**config.mk**
```make
export PLATFORM = sky130hd
export DESIGN_NAME = aud_dsp_player
export DESIGN_NICKNAME = d
export VERILOG_FILES = /design/src/rtl/aud_dsp_player.sv
export SDC_FILE = /design/constraint.sdc
export NUM_CORES = 1
export LEC_CHECK = 0
export CORE_MARGIN = 8
export CORE_UTILIZATION = 31
export CTS_CLUSTER_SIZE = 14
export DETAILED_ROUTE_END_ITERATION = 8
export GPL_TIMING_DRIVEN = 0
export PLACE_DENSITY = 0.53
export SLEW_MARGIN = 25
export SYNTH_ARGS = -nofsm -noshare
export SYNTH_HDL_FRONTEND = slang
export SYNTH_SLANG_ARGS = --single-unit
```
**constraint.sdc**
```tcl
create_clock -name i_clk -period 11.7 [get_ports i_clk]
set_input_delay 2.925 -clock i_clk [delete_from_list [all_inputs] [get_ports i_clk]]
set_output_delay 2.925 -clock i_clk [all_outputs]
set_load 0.05 [all_outputs]
```
**src/rtl/aud_dsp_player.sv**
```systemverilog
// Purpose: audio playback engine that fetches SRAM samples on each DAC LR-clock rise and plays them at normal, fast (x N), slow-hold or slow-linear speed.
// Latency: 4-5 i_clk cycles from a raw i_daclrck rise to o_dac_valid (2 sync, 1 detect, FETCH, CALC).
// Backpressure: none; the LR clock paces the engine, and any LR edge that arrives outside WAIT is dropped.
//
// Ports: i_clk/i_rst_n (async active-low reset); i_start/i_pause/i_stop control pulses;
//        i_mode/i_speed set the playback mode and factor N = i_speed+1; i_reverse sets direction;
//        i_daclrck is the async LR clock; i_start_addr/i_end_addr give the inclusive window;
//        o_sram_addr/i_sram_data form the SRAM read port (1-cycle latency);
//        o_dac_data/o_dac_valid carry the sample stream; o_busy and o_done report status.
// Build option: define AUD_DSP_REVERSE_EN to honour i_reverse, which is sampled at start.
//               Without it, playback always runs forward.
module aud_dsp_player #(
    parameter int DATA_W  = 16,
    parameter int ADDR_W  = 20,
    parameter int SPEED_W = 3,
    parameter int RECIP_W = 16
) (
    input  logic               i_clk,
    input  logic               i_rst_n,
    input  logic               i_start,
    input  logic               i_pause,
    input  logic               i_stop,
    input  logic [1:0]         i_mode,
    input  logic [SPEED_W-1:0] i_speed,
    input  logic               i_reverse,
    input  logic               i_daclrck,
    input  logic [ADDR_W-1:0]  i_start_addr,
    input  logic [ADDR_W-1:0]  i_end_addr,
    output logic [ADDR_W-1:0]  o_sram_addr,
    input  logic [DATA_W-1:0]  i_sram_data,
    output logic [DATA_W-1:0]  o_dac_data,
    output logic               o_dac_valid,
    output logic               o_busy,
    output logic               o_done
);
    typedef enum logic [2:0] {S_IDLE, S_WAIT, S_FETCH, S_CALC, S_PAUSE} state_t;

    localparam int NW = SPEED_W + 1;                          // holds N up to 2^SPEED_W
    localparam int PW = DATA_W + SPEED_W + RECIP_W + 2;       // interpolation product width
    localparam logic signed [PW-1:0] HALF    = {{(PW-RECIP_W){1'b0}}, 1'b1, {(RECIP_W-1){1'b0}}};
    localparam logic signed [PW-1:0] SAT_MAX = {{(PW-DATA_W+1){1'b0}}, {(DATA_W-1){1'b1}}};
    localparam logic signed [PW-1:0] SAT_MIN = ~SAT_MAX;

    state_t                    state;
    logic                      lr_s1, lr_s2, lr_prev;
    logic [ADDR_W-1:0]         win_lo, win_hi;
    logic [SPEED_W-1:0]        count;
    logic signed [DATA_W-1:0]  prev;
    logic [1:0]                last_mode;
    logic [SPEED_W-1:0]        last_speed;
    logic                      rev_q;
    logic                      pause_pend;
    logic                      start_rev;

`ifdef AUD_DSP_REVERSE_EN
    assign start_rev = i_reverse;
`else
    logic unused_rev;
    assign start_rev  = 1'b0;
    assign unused_rev = i_reverse;
`endif

    // Rising edge of the synchronised LR clock
    logic lr_edge;
    assign lr_edge = lr_s2 & ~lr_prev;

    // Reciprocal table R[N] = round(2^RECIP_W / N), indexed by i_speed (N-1)
    logic [RECIP_W:0] recip_lut [2**SPEED_W];
    for (genvar g = 0; g < 2**SPEED_W; g++) begin : g_recip
        localparam longint unsigned RV = ((64'd1 << RECIP_W) + longint'((g + 1) / 2)) / longint'(g + 1);
        assign recip_lut[g] = (RECIP_W+1)'(RV);
    end

    // Per-CALC decode. A mode or speed change since the previous CALC restarts the group at k=0.
    logic [1:0]         mode_n;
    logic               cfg_chg;
    logic [SPEED_W-1:0] k;
    logic               grp_end;
    logic [NW-1:0]      n_fac, step;
    logic [ADDR_W:0]    addr_w, step_x, fwd, rev;
    logic [ADDR_W-1:0]  next_addr;
    logic               at_end;

    assign mode_n  = (i_mode == 2'd3) ? 2'd0 : i_mode;
    assign cfg_chg = (mode_n != last_mode) || (i_speed != last_speed);
    assign k       = cfg_chg ? '0 : count;
    assign grp_end = (k == i_speed);
    assign n_fac   = {1'b0, i_speed} + NW'(1);
    assign step    = (mode_n == 2'd0) ? n_fac : NW'(1);

    // The extra top bit catches wrap past either end of the address space
    assign addr_w = {1'b0, o_sram_addr};
    assign step_x = {{(ADDR_W+1-NW){1'b0}}, step};
    assign fwd    = addr_w + step_x;
    assign rev    = addr_w - step_x;
    always_comb begin
        next_addr = fwd[ADDR_W-1:0];
        if (rev_q) begin
            next_addr = (rev[ADDR_W] || (rev < {1'b0, win_lo})) ? win_lo : rev[ADDR_W-1:0];
        end else if (fwd > {1'b0, win_hi}) begin
            next_addr = win_hi;
        end
    end
    assign at_end = rev_q ? (o_sram_addr == win_lo) : (o_sram_addr == win_hi);

    // Linear interpolation: ((N-k)*prev + k*cur) * R[N], rounded, then saturated
    logic signed [PW-1:0]     prev_x, cur_x, wa_x, wb_x, r_x, mix, prod, rnd;
    logic signed [DATA_W-1:0] interp, calc_out;

    assign prev_x = {{(PW-DATA_W){prev[DATA_W-1]}}, prev};
    assign cur_x  = {{(PW-DATA_W){i_sram_data[DATA_W-1]}}, i_sram_data};
    assign wa_x   = {{(PW-NW){1'b0}}, n_fac - {1'b0, k}};
    assign wb_x   = {{(PW-NW){1'b0}}, 1'b0, k};
    assign r_x    = {{(PW-RECIP_W-1){1'b0}}, recip_lut[i_speed]};
    assign mix    = wa_x * prev_x + wb_x * cur_x;
    assign prod   = mix * r_x;
    assign rnd    = (prod + HALF) >>> RECIP_W;
    always_comb begin
        interp = rnd[DATA_W-1:0];
        if (rnd > SAT_MAX)      interp = SAT_MAX[DATA_W-1:0];
        else if (rnd < SAT_MIN) interp = SAT_MIN[DATA_W-1:0];
    end
    assign calc_out = (mode_n == 2'd2) ? interp : i_sram_data;

    always_ff @(posedge i_clk or negedge i_rst_n) begin
        if (!i_rst_n) begin
            state       <= S_IDLE;
            lr_s1       <= 1'b0;
            lr_s2       <= 1'b0;
            lr_prev     <= 1'b0;
            win_lo      <= '0;
            win_hi      <= '0;
            count       <= '0;
            prev        <= '0;
            last_mode   <= '0;
            last_speed  <= '0;
            rev_q       <= 1'b0;
            pause_pend  <= 1'b0;
            o_sram_addr <= '0;
            o_dac_data  <= '0;
            o_dac_valid <= 1'b0;
            o_busy      <= 1'b0;
            o_done      <= 1'b0;
        end else begin
            lr_s1       <= i_daclrck;
            lr_s2       <= lr_s1;
            lr_prev     <= lr_s2;
            o_dac_valid <= 1'b0;
            o_done      <= 1'b0;
            if (i_stop) begin
                state      <= S_IDLE;
                o_busy     <= 1'b0;
                o_dac_data <= '0;
                count      <= '0;
                prev       <= '0;
                pause_pend <= 1'b0;
            end else if (i_start && state != S_PAUSE) begin
                // Start from IDLE, or restart from the window start while playing
                pause_pend <= 1'b0;
                if (i_end_addr < i_start_addr) begin
                    state  <= S_IDLE;
                    o_busy <= 1'b0;
                    o_done <= 1'b1;
                end else begin
                    state       <= S_WAIT;
                    o_busy      <= 1'b1;
                    win_lo      <= i_start_addr;
                    win_hi      <= i_end_addr;
                    rev_q       <= start_rev;
                    o_sram_addr <= start_rev ? i_end_addr : i_start_addr;
                    count       <= '0;
                    prev        <= '0;
                    last_mode   <= mode_n;
                    last_speed  <= i_speed;
                end
            end else begin
                case (state)
                    S_WAIT: begin
                        if (i_pause || pause_pend) begin
                            state      <= S_PAUSE;
                            pause_pend <= 1'b0;
                        end else if (lr_edge) begin
                            state <= S_FETCH;
                        end
                    end
                    S_FETCH: begin
                        pause_pend <= pause_pend | i_pause;
                        state      <= S_CALC;
                    end
                    S_CALC: begin
                        o_dac_data  <= calc_out;
                        o_dac_valid <= 1'b1;
                        last_mode   <= mode_n;
                        last_speed  <= i_speed;
                        pause_pend  <= pause_pend | i_pause;
                        state       <= S_WAIT;
                        if (mode_n == 2'd0 || grp_end) begin
                            count <= '0;
                            if (mode_n == 2'd2) prev <= i_sram_data;
                            if (at_end) begin
                                state      <= S_IDLE;
                                o_busy     <= 1'b0;
                                o_done     <= 1'b1;
                                pause_pend <= 1'b0;
                            end else begin
                                o_sram_addr <= next_addr;
                            end
                        end else begin
                            count <= k + 1'b1;
                        end
                    end
                    S_PAUSE: begin
                        if (i_start) state <= S_WAIT;
                    end
                    default: ;
                endcase
            end
        end
    end
endmodule
```
==> results of run 1 <==
per-stage QoR:
stage | hold slack, ns | worst slack, ns | util, % | std cells
after CTS | 0.363 | -3.23 | 37.3 | 3741
after global placement | 0.334 | -5.68 | 35.3 | 3680
after global routing | 0.367 | -3.73 | 37.9 | 3772
final | 0.357 | -3.28 | 37.9 | 3772
after detailed placement | 0.345 | -5.75 | 35.3 | 3681
after floorplan | 0.331 | -2.48 | - | 2608
flip-flops by register name, summed over array words and instances (netlist names):
register     flops
o_busy           1
count            3
lr_prev          1
o_dac_valid      1
o_sram_addr     20
lr_s2            1
win_hi          20
state            3
o_done           1
lr_s1            1
o_dac_data      16
last_mode        2
prev            16
pause_pend       1
last_speed       3
cells in the mapped netlist (2+ instances only):
| cell | n |
|---|---|
| a31oi_1 | 7 |
| a22oi_1 | 6 |
| o21ai_1 | 14 |
| o21a_1 | 11 |
| a21o_1 | 41 |
| o31ai_4 | 2 |
| nor4b_1 | 2 |
| a211o_1 | 4 |
| o21ai_0 | 94 |
| and3_1 | 84 |
| or3_1 | 8 |
| ha_1 | 231 |
| buf_2 | 8 |
| mux2i_1 | 23 |
| nor3b_1 | 6 |
| xor2_1 | 41 |
| dfrtp_1 | 90 |
| o211ai_1 | 7 |
| fa_1 | 428 |
| mux2_2 | 38 |
| a2bb2oi_1 | 2 |
| nand2b_1 | 25 |
| and2_0 | 2 |
| a21boi_0 | 2 |
| a21oi_2 | 2 |
| a221oi_1 | 2 |
| nor4_1 | 5 |
| nand2_1 | 252 |
| nor3_1 | 26 |
| and2_1 | 91 |
| clkbuf_1 | 79 |
| or4_1 | 2 |
| xnor2_1 | 84 |
| nor2b_1 | 22 |
| o21bai_1 | 6 |
| and4_1 | 3 |
| nand3_1 | 43 |
| nor2_1 | 95 |
| a21oi_1 | 73 |
| inv_1 | 591 |
| nand4_1 | 15 |
| a211oi_1 | 11 |
| or2_2 | 3 |
cell families (layout without fill, tap and decap cells):
logic type | after synthesis | in the layout | synth area share (%)
compound gates | 298 | 298 | 8.00
simple gates | 692 | 692 | 14.7
xor+xnor | 125 | 125 | 4.69
mux | 61 | 61 | 2.82
fa+ha+maj | 659 | 659 | 49.1
buf+inv | 683 | 878 | 11.1
flops | 90 | 90 | 9.65
cell usage in the layout (no fill, tap or decap), types with 63 or more instances in the layout:
cell,n
ha_1,192
o21ai_0,76
nor2_1,81
and2_1,86
and3_1,80
clkdlybuf4s50_1,97
nand2_1,240
buf_4,68
dfrtp_1,90
inv_1,566
clkbuf_1,63
fa_1,410
xnor2_1,64
how the worst max path moves through the flow:
stage | start | to | slack [ns]
2_1_floorplan | i_mode[1] | o_dac_data[10] | -2.48
3_3_place_gp | i_speed[1] | o_dac_data[8] | -5.68
3_5_place_dp | i_speed[1] | o_dac_data[8] | -5.75
4_1_cts | i_mode[1] | o_dac_data[13] | -3.23
5_1_grt | i_mode[1] | o_dac_data[11] | -3.73
6_report | i_speed[1] | o_dac_data[4] | -3.28
layer usage:
layer	GRT usage (%)	up-vias	share of wire (%)
li1	-	8466	-
met1	22.9	9164	43
met2	30.0	497	48
met3	3.34	104	6.2
met4	4.11	0	2.8
met5	0	-	0
layout make-up:
| class | instances | area share [%] |
|---|---|---|
| multi-input combinational | 1835 | 70.9 |
| sequential | 90 | 7.97 |
| inverter | 592 | 7.94 |
| timing repair buffer | 180 | 6.07 |
| tap | 969 | 4.29 |
| buffer | 90 | 1.79 |
| clock buffer | 9 | 0.797 |
| clock inverter | 7 | 0.270 |
critical path, delay by kind of cell:
family	cells	cell delay, ns
buffers and inverters	13	1.81
adders and majority gates	14	6.24
xor gates and xnor gates	2	0.53
and+or+nand+nor	8	1.31
AOI/OAI and AO/OA	13	2.39
repair_timing:
item	4_1_cts	5_1_grt
setup buffers	42	31
pin swaps	56	61
endpoints found under the setup margin	16	16
cloned	3	0
resized for setup	173	68
hold endpoints to repair	0	0
==> insert_results.sql, run 1 <==
INSERT INTO impl_metrics (metric_group, metric, value, unit) VALUES
('synthesis', 'synth_area_per_cell', '8.95', 'um^2'),
('synthesis', 'synth_cell_types', '70', ''),
('die', 'core.rowCount', '100', ''),
('global_routing', 'grt_pass1_wl', '116000', 'um'),
('cts', 'cts-hold-fix-buffers', '0', ''),
('synthesis', 'synth.area.top_cells', 'fa_1, ha_1, dfrtp_1', ''),
('timing', 'slew-limit-headroom', '30.7', '%'),
('placed_design', 'finalWeightedCongestion', '0.917', ''),
('cts', 'cts_max_path_buffers', '2', ''),
('synthesis', 'synth_top_flop_cell', 'dfrtp_1', ''),
('outcome', 'run_status', 'complete, but fails checks', ''),
('die', 'die-height', '290', 'um'),
('synthesis', 'syn-instance-count', '2608', ''),
('synthesis', 'synth_enable_flop_cells', '0', ''),
('synthesis', 'synth_area_leader_cell', 'fa_1', ''),
('placed_design', 'numPortBuffers', '103', ''),
('routing', 'vias_per_cell', '4.83', ''),
('min_path', 'hold-path-endpoint', 'lr_s2', ''),
('timing', 'worst_slack', '-3.28', 'ns'),
('worst_setup_path', 'ff2ff_path_depth', '51', ''),
('worst_setup_path', 'setup.worst_path.start_class', 'primary input', ''),
('timing', 'timing.final.crit_share', '128', '%'),
('routing', 'drt_iter0_markers', '964', ''),
('routing', 'detail_route.wl_per_cell', '19.3', 'um'),
('synthesis', 'yosys_synthesis_warning_count', '0', ''),
('cts', 'cts.sink_count', '90', ''),
('timing', 'setup_viol', '16', ''),
('worst_setup_path', 'worstReg2RegStart', 'last_speed[0]', ''),
('die', 'fp.dieArea', '0.0844', 'mm^2'),
('final_layout', 'final-seq-area', '0.00225', 'mm^2'),
('timing', 'report.final.hold_viol_count', '0', ''),
('global_routing', 'grt_pass1_vias', '19700', ''),
('min_path', 'holdCritStartpoint', 'lr_s1', ''),
('final_layout', 'antenna-diode-count', '0', ''),
('cts', 'insertion_delay', '0.39', 'ns'),
('synthesis', 'mappedNetlistNets', '3335', ''),
('global_routing', 'globalRouteOverflowTotal', '0', ''),
('routing', 'drt.antenna.violating_nets', '0', ''),
('die', 'ioPinCount', '107', ''),
('worst_setup_path', 'slowest_stage', 'fa_2', ''),
('routing', 'routed_wirelength', '72900', 'um'),
('timing', 'grt_setup_unrepaired', 'yes', ''),
('global_routing', 'globalRouteTotalUtil', '17.6', '%'),
('timing', 'worst_slew_pin_slew', '1.04', 'ns'),
('synthesis', 'yosys_register_bits', '90', ''),
('routing', 'remaining_drc_errors', '0', ''),
('routing', 'via_count', '18200', ''),
('synthesis', 'synth.yosys.seq_area_share', '9.65', '%'),
('min_path', 'holdCritPathClass', 'reg2reg', ''),
('cts', 'root_buffer', 'clkbuf_16', ''),
('timing', 'finClkSkew', '0.0213', 'ns'),
('die', 'start_util', '31.4', '%'),
('synthesis', 'async_flop_share', '100', '%'),
('worst_setup_path', 'timing.rr.end', 'o_dac_data[4]', ''),
('worst_setup_path', 'timing.critical_path.fanout_max', '11', ''),
('worst_setup_path', 'slowest_delay', '0.64', 'ns'),
('timing', 'timing.final.max_slew_violations', '0', ''),
('worst_setup_path', 'worst_ep_arrival_time', '15.25', 'ns'),
('final_layout', 'final_layout_size_suffix_gt1_share', '14.3', '%'),
('worst_setup_path', 'path_common_cell', 'fa_1', ''),
('worst_setup_path', 'setup.worst_path.end_class', 'register', ''),
('timing', 'timing.setup.tns', '-51.51', 'ns'),
('final_layout', 'multi_input_comb_area', '0.0200', 'mm^2'),
('placed_design', 'placement.cell_area', '0.0263', 'mm^2'),
('flow_run', 'drv_cap', '0', ''),
('timing', 'min_period', '14.98', 'ns'),
('cts', 'cts_buffers', '9', ''),
('outcome', 'failing_checks', 'setup timing', ''),
('cts', 'tritoncts_clock_tree', 'yes', ''),
('final_layout', 'final.fill_count', '7611', ''),
('die', 'coreArea', '0.0744', 'mm^2');
Power of run 1 is left out: the tool's default activity adds up to more than one toggle a clock period on the data nets, which glitch-free logic cannot reach.
==> inputs of run 2 (changes only) <==
GPL_ROUTABILITY_DRIVEN = 0   (was default)
==> results of run 2 <==
Final layout, timing and power as in run 1 (identical DEF).
Power of run 2 is left out for the same reason.
